File: config.mk
export PLATFORM = sky130hd
export DESIGN_NAME = stream_rr_arbiter
export DESIGN_NICKNAME = d
export VERILOG_FILES = /design/src/rtl/stream_rr_arbiter.sv
export SDC_FILE = /design/constraint.sdc
export NUM_CORES = 1
export LEC_CHECK = 0
export ABC_AREA = 1
export ABC_CLOCK_PERIOD_IN_PS = 2800
export BUFFER_PORTS_ARGS = -buffer_cell sky130_fd_sc_hd__buf_2
export CAP_MARGIN = 20
export CORE_MARGIN = 1
export CORE_UTILIZATION = 49
export DETAILED_ROUTE_END_ITERATION = 6
export PLACE_DENSITY = 0.95
export SLEW_MARGIN = 10
export SYNTH_ARGS = -nofsm -noshare
export SYNTH_HDL_FRONTEND = slang
export SYNTH_SLANG_ARGS = --single-unit
File: constraint.sdc
create_clock -name clk -period 2.8 [get_ports clk]
set_input_delay 0.28 -clock clk [delete_from_list [all_inputs] [get_ports clk]]
set_output_delay 0.28 -clock clk [all_outputs]
set_load 0.02 [all_outputs]
File: src/rtl/stream_rr_arbiter.sv
// Packet-granular round-robin arbiter merging N valid/ready beat streams into one registered output.
// Optional ARB_TIMEOUT_EN adds a watchdog that releases a grant whose owner stalls mid-packet.
module stream_rr_arbiter #(
  parameter int unsigned LEN = 8,
  parameter int unsigned N   = 4
) (
  input  logic                                   clk,
  input  logic                                   rst,
  input  logic [N-1:0]                           s_valid,
  input  logic [N-1:0]                           s_last,
  input  logic [N*LEN-1:0]                       s_data,
  output logic [N-1:0]                           s_ready,
  input  logic                                   m_ready,
  output logic                                   m_valid,
  output logic                                   m_last,
  output logic [LEN-1:0]                         m_data,
  output logic [((N > 1) ? $clog2(N) : 1)-1:0]   m_src,
  output logic                                   timeout
);

  localparam int unsigned GW = (N > 1) ? $clog2(N) : 1;
  localparam logic [0:0] ST_IDLE = 1'b0;
  localparam logic [0:0] ST_BUSY = 1'b1;

  logic [0:0]     state_q, state_d;
  logic [GW-1:0]  g_q, g_d;
  logic [GW-1:0]  ptr_q, ptr_d;
  logic           m_valid_q, m_valid_d;
  logic           m_last_q, m_last_d;
  logic [LEN-1:0] m_data_q, m_data_d;
  logic [GW-1:0]  m_src_q, m_src_d;
`ifdef ARB_TIMEOUT_EN
  logic           timeout_q, timeout_d;
  logic [3:0]     wd_q, wd_d;
`endif

  logic           sel_valid, sel_last, room, take, found;
  logic [LEN-1:0] sel_data;
  logic [GW-1:0]  pick, g_inc;

  // Granted source's beat, ready fan-out and the handshake that fires this cycle
  always_comb begin
    sel_valid = 1'b0;
    sel_last  = 1'b0;
    sel_data  = '0;
    s_ready   = '0;
    room      = !m_valid_q || m_ready;
    for (int i = 0; i < int'(N); i++) begin
      if (g_q == GW'(i)) begin
        sel_valid  = s_valid[i];
        sel_last   = s_last[i];
        sel_data   = s_data[i*LEN +: LEN];
        s_ready[i] = (state_q == ST_BUSY) && room;
      end
    end
    take  = (state_q == ST_BUSY) && sel_valid && room;
    g_inc = (g_q == GW'(N - 1)) ? '0 : g_q + GW'(1);
  end

  // Round-robin scan: indices at or above ptr first, then wrap to the bottom
  always_comb begin
    found = 1'b0;
    pick  = '0;
    for (int i = 0; i < int'(N); i++) begin
      if (!found && s_valid[i] && (GW'(i) >= ptr_q)) begin
        found = 1'b1;
        pick  = GW'(i);
      end
    end
    for (int i = 0; i < int'(N); i++) begin
      if (!found && s_valid[i]) begin
        found = 1'b1;
        pick  = GW'(i);
      end
    end
  end

  // Next-state and output-register logic
  always_comb begin
    state_d   = state_q;
    g_d       = g_q;
    ptr_d     = ptr_q;
    m_valid_d = m_valid_q;
    m_last_d  = m_last_q;
    m_data_d  = m_data_q;
    m_src_d   = m_src_q;
`ifdef ARB_TIMEOUT_EN
    timeout_d = 1'b0;
    wd_d      = wd_q;
`endif
    if (m_valid_q && m_ready) m_valid_d = 1'b0;

    case (state_q)
      ST_IDLE: begin
        if (found) begin
          g_d     = pick;
          state_d = ST_BUSY;
        end
      end
      ST_BUSY: begin
        if (take) begin
          m_valid_d = 1'b1;
          m_last_d  = sel_last;
          m_data_d  = sel_data;
          m_src_d   = g_q;
`ifdef ARB_TIMEOUT_EN
          wd_d      = '0;
`endif
          if (sel_last) begin
            state_d = ST_IDLE;
            ptr_d   = g_inc;
          end
        end
`ifdef ARB_TIMEOUT_EN
        else if (!sel_valid) begin
          // Fifteenth consecutive starved cycle releases the grant
          if (wd_q == 4'd14) begin
            wd_d      = '0;
            timeout_d = 1'b1;
            state_d   = ST_IDLE;
            ptr_d     = g_inc;
          end else begin
            wd_d = wd_q + 4'd1;
          end
        end
`endif
      end
    endcase
  end

  always_ff @(posedge clk or posedge rst) begin
    if (rst) begin
      state_q   <= ST_IDLE;
      g_q       <= '0;
      ptr_q     <= '0;
      m_valid_q <= 1'b0;
      m_last_q  <= 1'b0;
      m_data_q  <= '0;
      m_src_q   <= '0;
`ifdef ARB_TIMEOUT_EN
      timeout_q <= 1'b0;
      wd_q      <= '0;
`endif
    end else begin
      state_q   <= state_d;
      g_q       <= g_d;
      ptr_q     <= ptr_d;
      m_valid_q <= m_valid_d;
      m_last_q  <= m_last_d;
      m_data_q  <= m_data_d;
      m_src_q   <= m_src_d;
`ifdef ARB_TIMEOUT_EN
      timeout_q <= timeout_d;
      wd_q      <= wd_d;
`endif
    end
  end

  assign m_valid = m_valid_q;
  assign m_last  = m_last_q;
  assign m_data  = m_data_q;
  assign m_src   = m_src_q;
`ifdef ARB_TIMEOUT_EN
  assign timeout = timeout_q;
`else
  assign timeout = 1'b0;
`endif

endmodule

# --- Word level (Yosys, flattened, before mapping) ---
# Index checks and enable logic that the tools add are counted.
word_totals:
  register_bits: 17
  input_bits: 43
  output_inout_bits: 17
  wordCells: 83
classes:
  add_sub_neg: 1
  n_lt_le_gt_ge: 4
  eq_ne: 3
  mux: 39
  bitwise_logic: 1
  reduce_logical: 28
op_table:
  columns: ["op", "count"]
  rows:
  - ["$mux 8", 4]
  - ["$mux 1", 27]
  - ["$logic_and 1x1->1", 15]
  - ["$mux 2", 7]
  - ["$logic_not 1->1", 8]
  - ["$eq 2x2->1 const B", 2]
  - ["$ge 1x2->1 const A", 2]
  - ["$ge 2x2->1 const A", 2]
  - ["$reduce_and 2->1", 2]
  - ["$reduce_and 3->1", 1]
  - ["$add 2x1->2 const B", 1]
  - ["$eq 2x1->1 const B", 1]
  - ["$logic_not 2->1", 1]
  - ["$pmux 1 s2", 1]
  - ["$logic_or 1x1->1", 1]
  - ["$not 1->1", 1]

# --- Logic depth before layout (Yosys ltp) ---
# Gate-level depths: netlist of the first run.
depth:
  depth_word: 29
  depth_mapped: 11
  depth_no_buf: 11

# --- Worst setup path after synthesis of the first run ---
# Ideal clock, no wire load.
synth_path:
  path_type: "flip-flop to flip-flop"
  startpoint: "reg g_q[0]"
  endpoint: "reg m_data_q[0], in the netlist m_data[0]"
  setup_time_ps: 116
  t_arrival_ps: 1370
  required_time_ps: 2684
  path_slack_ps: 1314
  path_stages_with_launch: 10
  n_path_buf: 2
  synth_period_minus_slack_ps: 1486
  cell_sequence: "dfrtp_1 > inv_1 > ha_1 > buf_4 > a21oi_2 > a21oi_4 > inv_2 > buf_6 > nand2_1 > nand2_1"
synth_between:
  elab_chain_len: 8
  word_cells_on_any_way: 15
  classes_between: "eq/ne: 3; mux: 8; reduce/logical: 4"
synth_lines:
  columns: ["item", "line_no", "text"]
  rows:
  - ["start: declaration", "26", "logic [GW-1:0] g_q, g_d;"]
  - ["start signal: assignment", "146", "g_q <= g_d;"]
  - ["$logic_not 2->1", "49", "if (g_q == GW'(i)) begin"]
  - ["$mux 1 (4 in series)", "49", null]
  - ["$logic_and 1x1->1 (2 in series)", "56", "take = (state_q == ST_BUSY) && sel_valid && room;"]
  - ["$reduce_and 2->1 (no source line)", null, null]
  - ["end signal: assignment", "150", "m_data_q <= m_data_d;"]
  - ["end: declaration", "30", "logic [LEN-1:0] m_data_q, m_data_d;"]
# Several ways; a longest one is shown, not always the timed one.
# A chain may end at the register's enable or synchronous reset.

# --- Final worst setup path of the first run ---
layout_path:
  startpoint: "reg g_q[1]"
  endpoint: "reg m_src_q[0], in the netlist m_src[0]"
layout_between:
  elab_chain_len: 8
  word_cells_on_any_way: 11
  classes_between: "eq/ne: 3; mux: 4; reduce/logical: 4"
layout_lines:
  columns: ["item", "line_no", "text"]
  rows:
  - ["$logic_not 2->1", "49", null]
  - ["$mux 1 (3 in series)", "49", null]
  - ["$mux 1 (*)", "49", null]
  - ["$logic_and 1x1->1 (*) (2 in series)", "56", null]
  - ["$reduce_and 2->1 (no source line) (*)", null, null]
  - ["end signal: assignment", "151", "m_src_q <= m_src_d;"]
  - ["end: declaration", "31", "logic [GW-1:0] m_src_q, m_src_d;"]
# Every way passes the cells marked *; elsewhere a longest branch is shown, timed or not.

==> metrics.log, run 1 <==
INFO  metric achievable-frequency = 482 MHz
INFO  metric post_drt_wl_per_cell = 10.8 um
INFO  metric place.gp.congestion = 0.832
INFO  metric post-cts-setup-buffer-count = 0
INFO  metric timing.critical_path.to_type = flip-flop
INFO  metric number_of_nets_with_antenna_violations_after_routing = 0
INFO  metric worst-r2r-setup-slack = 0.73 ns
INFO  metric fin_worst_skew = 0.00158 ns
INFO  metric crit_type = reg -> reg
INFO  metric most_common_cell_after_layout_fill_and_taps_aside = nand2_1
INFO  metric drt_first_iter_violations = 25
INFO  metric synth_fp_nets = 227
INFO  metric synthMuxAreaShare = 0%
INFO  metric grt_start_max_net_pins = 20
INFO  metric yosys_warnings = 0
INFO  metric synth_compound_gate_area_share = 16.4%
INFO  metric final_report_hold_violation_count = 0
INFO  metric layout-area-overhead-vs-synth = 22.9%
INFO  metric finalHoldWorstSlack = 0.0659 ns
INFO  metric numClockSinks = 17
INFO  metric max-clock-path-buffers = 2
INFO  metric power_per_cell_area = 1050 nW/um^2
INFO  metric cts.htree.levels = 1
INFO  metric nFillCells = 197
INFO  metric antenna_cells = 0
INFO  metric placement.io_buffers = 58
INFO  metric number_of_antenna_violations_at_the_first_check_in_global_routing = 0
INFO  metric finalSetupViolations = 0
INFO  metric wirelength = 2.84 mm
INFO  metric synth.lib_cells_used.distinct = 24
INFO  metric route.detailed.drc = 0
INFO  metric die_width = 52.1 um
INFO  metric critPathRequiredTime = 2.95 ns
INFO  metric max_slew_margin = 58.9%
INFO  metric layout_worst_path_cycle_share = 74.1%
INFO  metric cell_at_the_root_of_the_clock_tree = clkbuf_4
INFO  metric path_max_fanout = 14
INFO  metric maxCapViolCount = 0
INFO  metric multi_input_combinational_cell_area = 672 um^2
INFO  metric report.final.slew_viol_count = 0
INFO  metric max_slew.worst_pin.slew = 0.616 ns
INFO  metric worst_slack = 0.726 ns
INFO  metric r2r_end = m_src[0]
INFO  metric tns = 0 ns
INFO  metric die_ht = 52.1 um
INFO  metric netlist_area = 1230 um^2
INFO  metric p_leak = 0.879 nW
INFO  metric result_of_the_run = completed
INFO  metric worstSetupStartpointType = flip-flop
INFO  metric layout.cells.most_common_list = nand2_1, buf_2, o21ai_0, dfrtp_1
INFO  metric power = 0.00158 W
INFO  metric peakVddDrop = 632 uV
INFO  metric post_cts_hold_buffer_count = 0
INFO  metric post_synthesis_instance_total = 180
INFO  metric vias_per_cell = 4.94
INFO  metric grt_pass1_vias = 1131
INFO  metric grtUsageTotal = 22.3%
INFO  metric syn_area_per_cell = 6.83 um^2
INFO  metric yosys_register_bits = 17
INFO  metric yosys.area_share.adder = 4.07%
INFO  metric grt_setup_unrepaired = no
INFO  metric fp.coreArea = 2300 um^2
INFO  metric synth.yosys.seq_area_share = 34.6%
INFO  metric worstPathArrival = 2.23 ns
INFO  metric hp-class = in -> async
INFO  metric critical_path.reg2reg.startpoint = g_q[1]
INFO  metric start_util = 53.5%
INFO  metric post_synth_and_or_nand_nor_area_fraction = 33.9%
INFO  metric synth_xor_area_share = 0%
INFO  metric area.sequential = 425 um^2
INFO  metric detailroute.via_count = 1294
INFO  metric postLayoutCellArea = 1510 um^2
INFO  metric final_layout_size_suffix_gt1_share = 32.5%
INFO  metric grt_first_pass_wirelength = 4.55 mm
INFO  metric cts_made_buffers = 3
INFO  metric synth_top_family_by_area = simple AND/OR/NAND/NOR gates
INFO  metric globalRouteOverflowTotal = 0
INFO  metric pre_cts_slack = 0.745 ns
INFO  metric reg2reg_depth = 9
INFO  metric cts_tree = yes
INFO  metric synth_flop_cell = dfrtp_1
INFO  metric drt_first_pass_iters = 4
INFO  metric pin_count = 60
INFO  metric num_rows = 17
INFO  metric path_clk_slew = 0.09 ns
INFO  metric fin_crit = 2.07 ns
INFO  metric synth_edf_count = 0
INFO  metric die_area = 2710 um^2
INFO  metric placement_cell_area = 1480 um^2
INFO  metric post_cts.resized_instances = 0
INFO  metric worst_skew_pair.late_latency = 0.27 ns
INFO  metric detailedPlacementHpwl = 2.36 mm
INFO  metric synthArstFlopShare = 100%
INFO  metric finish.net_count = 282
[worst max-delay path by stage]
| stage | startpoint | to | slack, ns | depth (start not counted) |
|---|---|---|---|---|
| global route | g_q[1] | m_src[1] | 0.53 | 8 |
| CTS | g_q[1] | m_src[0] | 0.73 | 8 |
| detailed placement | g_q[1] | m_src[0] | 0.74 | 9 |
| finish | g_q[1] | m_src[0] | 0.73 | 9 |
| global placement | g_q[1] | m_src[1] | 0.85 | 9 |
| floorplan | g_q[0] | m_data[0] | 1.31 | 9 |
[worst max-delay path, stage by stage, from the launching register on]
cell and delay [ns]:
dfrtp_1 0.42, inv_1 0.11, ha_1 0.53, inv_2 0.08, nand2_1 0.10, nand3_2 0.08, a21oi_4 0.30, inv_2 0.18
nand2_1 0.08, o21ai_0 0.08
[power breakdown]
part | leakage (nW) | internal, W | switching (W)
clock | 0.0177 | 0.0000529 | 0.0000644
combinational | 0.649 | 0.000349 | 0.000693
sequential | 0.212 | 0.000356 | 0.0000703
total | 0.879 | 0.000758 | 0.000827
[cell type report]
cell class	count	area share [%]
clock buffers	3	1.49
clock inverters	1	0.331
inverters	16	3.98
multi-input cells	139	44.5
flip-flops and latches	17	28.2
well taps	28	2.32
repair buffers	58	19.2
[registers in the layout, indices dropped and copies added, names as in the netlist]
signal / cells
m_valid: 1
state_q: 1
g_q: 2
ptr_q: 2
m_src: 2
m_last: 1
m_data: 8
[cell usage after synthesis, types with 2 or more instances]
cell type  instances  area, um^2
dfrtp_1           17         425
nand2_1           79         297
nand3_1            4        20.0
nand4_1            2        12.5
buf_4              3        22.5
o21ai_0           21         105
nand2_2            2        12.5
inv_1             10        37.5
buf_6              4        45.0
a21oi_1           10        50.1
inv_2              6        22.5
nor2_1             7        26.3
ha_1               4        50.1
[through the flow]
step | utilization (%) | std cells
finish | 65.7 | 262
global route | 65.7 | 262
CTS | 65.7 | 262
floorplan | - | 180
detailed placement | 64.5 | 258
global placement | 64.5 | 258
[routing by layer]
metal | up-vias | wire length [um] | part of all wire [%] | global-route usage, %
li1 | 680 | - | - | -
met1 | 571 | 1270 | 45 | 27.7
met3 | 2 | 166 | 5.9 | 5.26
met2 | 41 | 1390 | 49 | 37.6
met4 | 0 | 10 | 0.35 | 7.66
met5 | - | 0 | 0 | 0
[cell families (layout without fill, tap and decap cells)]
group                    Yosys count  in the layout
AND/OR/NAND/NOR                   99             99
other                              1              1
adder cells (fa/ha/maj)            4              4
buffers and inverters             24             78
AO/OA/AOI/OAI                     35             35
flip-flops                        17             17
Note: power is estimated with default switching activity, not from simulation.
==> run 2, diff against run 1 <==
--- a/config.mk
+++ b/config.mk
@@ -6,13 +6,13 @@
 export NUM_CORES = 1
 export LEC_CHECK = 0
 export ABC_AREA = 1
-export ABC_CLOCK_PERIOD_IN_PS = 2800
+export ABC_CLOCK_PERIOD_IN_PS = 1700
 export BUFFER_PORTS_ARGS = -buffer_cell sky130_fd_sc_hd__buf_2
 export CAP_MARGIN = 20
 export CORE_MARGIN = 1
-export CORE_UTILIZATION = 49
+export CORE_UTILIZATION = 41
 export DETAILED_ROUTE_END_ITERATION = 6
-export PLACE_DENSITY = 0.95
+export PLACE_DENSITY = 0.86
 export SLEW_MARGIN = 10
 export SYNTH_ARGS = -nofsm -noshare
 export SYNTH_HDL_FRONTEND = slang
==> constraint.sdc (replaced) <==
create_clock -name clk -period 1.7 [get_ports clk]
set_input_delay 0.17 -clock clk [delete_from_list [all_inputs] [get_ports clk]]
set_output_delay 0.17 -clock clk [all_outputs]
set_load 0.02 [all_outputs]
==> metrics.log, run 2 (synthesis results as in run 1) <==
INFO  metric worst_skew_pair.late_latency = 0.28 ns (about the same)
INFO  metric detailedPlacementHpwl = 2.42 mm (+2.8%)
INFO  metric postLayoutCellArea = 1640 um^2 (+8.7%)
INFO  metric power_per_cell_area = 1790 nW/um^2 (+70%)
INFO  metric max_slew_margin = 58.6% (-0.29 points)
INFO  metric max_slew.worst_pin.slew = 0.620 ns (+0.00432 ns)
INFO  metric grtUsageTotal = 19.4% (-2.9 points)
INFO  metric power.switching = 0.00146 W (+76%)
INFO  metric most_common_cell_after_layout_fill_and_taps_aside = nand2_1
INFO  metric layout_worst_path_cycle_share = 93.8% (+20 points)
INFO  metric switching_share = 49.7% (-2.5 points)
INFO  metric worstPathArrival = 1.75 ns (-0.48 ns)
INFO  metric cts_tree = yes
INFO  metric timing.critical_path.slowest_stage_cell = dfrtp_1
INFO  metric placement_cell_area = 1540 um^2 (+4.1%)
INFO  metric drt_first_iter_violations = 78 (+210%)
INFO  metric grt_start_max_net_pins = 18 (-10%)
INFO  metric grt_first_pass_wirelength = 5.01 mm (+10%)
INFO  metric peakVddDrop = 863 uV (+36%)
INFO  metric p_leak = 0.934 nW (+6.3%)
INFO  metric crit_path_max_incr_delay = 0.39 ns (-0.14 ns)
INFO  metric grt_pass1_vias = 1226 (+8.4%)
INFO  metric worst-r2r-setup-slack = 0.11 ns (-0.62 ns)
INFO  metric worstSetupPathDepth = 8 (-1)
INFO  metric nFillCells = 266 (+35%)
INFO  metric die_ht = 56.7 um (+9.0%)
INFO  metric critPathRequiredTime = 1.85 ns (-1.10 ns)
INFO  metric power_report.internal_total = 0.00148 W (+95%)
INFO  metric r2r_end = m_src[1]
INFO  metric final_cell_count_no_fill = 276 (+5.3%)
INFO  metric number_of_nets_with_antenna_violations_after_routing = 0 (unchanged)
INFO  metric cts_made_buffers = 3 (unchanged)
INFO  metric achievable-frequency = 627 MHz (+30%)
INFO  metric path_max_fanout = 14 (unchanged)
INFO  metric finalSetupViolations = 0 (unchanged)
INFO  metric layout-area-overhead-vs-synth = 33.6%
INFO  metric final_report_hold_violation_count = 0 (unchanged)
INFO  metric number_of_flip_flops_in_the_largest_register = 8 (unchanged)
INFO  metric seq_power_share = 24.0% (-2.9 points)
INFO  metric cp_buf_inv_count = 3 (unchanged)
INFO  metric fp.coreArea = 2810 um^2 (+22%)
INFO  metric critical_path.reg2reg.startpoint = g_q[1]
INFO  metric detailroute.via_count = 1308 (+1.1%)
INFO  metric hp-class = in -> reg
INFO  metric fin_worst_skew = 0.00682 ns (+0.00524 ns)
INFO  metric cell_at_the_root_of_the_clock_tree = clkbuf_4
INFO  metric wirelength = 3.07 mm (+8.4%)
INFO  metric route.detailed.drc = 8 (+8)
INFO  metric post_drt_wl_per_cell = 11.1 um (+2.9%)
INFO  metric placement.io_buffers = 58 (unchanged)
INFO  metric crit_type = reg -> reg
INFO  metric worstSetupStartpointType = flip-flop
INFO  metric max-clock-path-buffers = 2 (unchanged)
INFO  metric maxCapViolCount = 0 (unchanged)
INFO  metric worst_slack = 0.106 ns (-0.620 ns)
INFO  metric report.final.slew_viol_count = 0 (unchanged)
INFO  metric fin_crit = 1.59 ns (-0.480 ns)
INFO  metric start_util = 43.8% (-9.7 points)
INFO  metric timing.critical_path.to_type = flip-flop
INFO  metric path_clk_slew = 0.10 ns (about the same)
INFO  metric finish.net_count = 293 (+3.9%)
INFO  metric numClockSinks = 17 (unchanged)
INFO  metric timing.critical_path.mode_cell = inv_2
INFO  metric antenna_cells = 0 (unchanged)
INFO  metric layout.cells.most_common_list = nand2_1, buf_2, o21ai_0, dfrtp_1, a21oi_1
INFO  metric pin_count = 60 (unchanged)
INFO  metric multi_input_combinational_cell_area = 697 um^2 (+3.7%)
INFO  metric die_width = 56.7 um (+9.0%)
INFO  metric worstPathCellList = buf_4 > ha_1 > inv_2 > o211ai_2 > a21oi_4 > inv_2 > nand2_1 > o21ai_0
INFO  metric area.sequential = 427 um^2 (+0.29%)
INFO  metric result_of_the_run = finished with violations
INFO  metric num_rows = 19 (+2)
INFO  metric final_layout_size_suffix_gt1_share = 38.8% (+6.3 points)
INFO  metric number_of_antenna_violations_at_the_first_check_in_global_routing = 0 (unchanged)
INFO  metric critical_path.top_delay_family = flip-flops
INFO  metric vias_per_cell = 4.74 (-4.0%)
INFO  metric drt_first_pass_iters = 6 (+2)
INFO  metric violations = DRC
INFO  metric place.gp.congestion = 0.829 (-0.38%)
INFO  metric cts.htree.levels = 1 (unchanged)
INFO  metric share_clk_of_total_power = 6.9% (-0.5 points)
INFO  metric globalRouteOverflowTotal = 0 (unchanged)
INFO  metric pwr-share-comb = 69.2% (+3.5 points)
INFO  metric die_area = 3220 um^2 (+19%)
INFO  metric reg2reg_depth = 8 (-1)
INFO  metric numPlacedInstances = 267 (+3.5%)
INFO  metric crit_path_end = m_src[1]
INFO  metric pre_cts_slack = 0.0148 ns (-0.730 ns)
INFO  metric crit_start = g_q[1]
-- run 2: cell types whose count changed in the layout (fill, tap and decap cells not counted), moves of 2 or more --
cell | before | now
ha_2 | 0 | 2
ha_1 | 4 | 1
o21ai_1 | 0 | 4
inv_2 | 6 | 9
o21ai_0 | 21 | 17
buf_4 | 0 | 8
inv_1 | 10 | 7
-- run 2: stage by stage --
stage	total power, W	util [%]	hold slack, ns	TNS, ns
after floorplan	0.00210	-	0.0961	0
after global placement	0.00253	55.0	0.268	0
after detailed placement	0.00255	55.0	0.279	0
after CTS	0.00278	56.6	0.176	0
after global routing	0.00322	58.5	0.182	-0.0182
final	0.00294	58.5	0.183	0
-- run 2: layer usage --
layer,GRT usage (%),routed length [um],vias to the layer above,share of wire [%]
li1,-,-,699,-
met1,26.5,1420,574,46
met2,32.5,1480,33,48
met3,1.84,156,2,5.1
met4,5.92,17,0,0.55
met5,0,0,-,0
-- run 2: worst min path at each step --
stage	slack, ns	from	cells past startpoint	end
6_report	0.18	s_data[27]	5	m_data[3]
5_1_grt	0.18	s_data[24]	5	m_data[0]
4_1_cts	0.18	s_data[27]	5	m_data[3]
3_5_place_dp	0.28	rst	2	m_data[5]
3_3_place_gp	0.27	rst	2	m_data[7]
2_1_floorplan	0.1	rst	1	g_q[0]
-- run 2: cell type report --
cell class	count	share of cell area [%]
clock buffer	3	1.37
clock inverter	1	0.305
inverter	16	3.66
multi-input combinational	139	42.5
sequential	17	26.0
tap	31	2.36
timing repair buffer	69	23.9
-- run 2: repair_timing --
action,in CTS,in global routing
buffers inserted,1,3
hold buffers,1,0
setup endpoints to repair,3,16
pin swaps,0,2
resized for setup,0,18
hold endpoints to repair,17,0
-- run 2: worst reg2reg max path: cells and delay by family, from the launching register on --
kind	cells	cell delay (ns)
buffers and inverters	3	0.40
DFF	1	0.39
AOI/OAI and AO/OA	3	0.38
adders and majority gates	1	0.22
and+or+nand+nor	1	0.08
-- run 2: power groups by stage --
| stage | combinational [W] | sequential [W] | clock (W) |
|---|---|---|---|
| floorplan | 0.00126 | 0.000842 | 0 |
| global placement | 0.00182 | 0.000702 | 0 |
| detailed placement | 0.00184 | 0.000707 | 0 |
| CTS | 0.00188 | 0.000691 | 0.000211 |
| global route | 0.00227 | 0.000724 | 0.000228 |
| finish | 0.00203 | 0.000704 | 0.000201 |
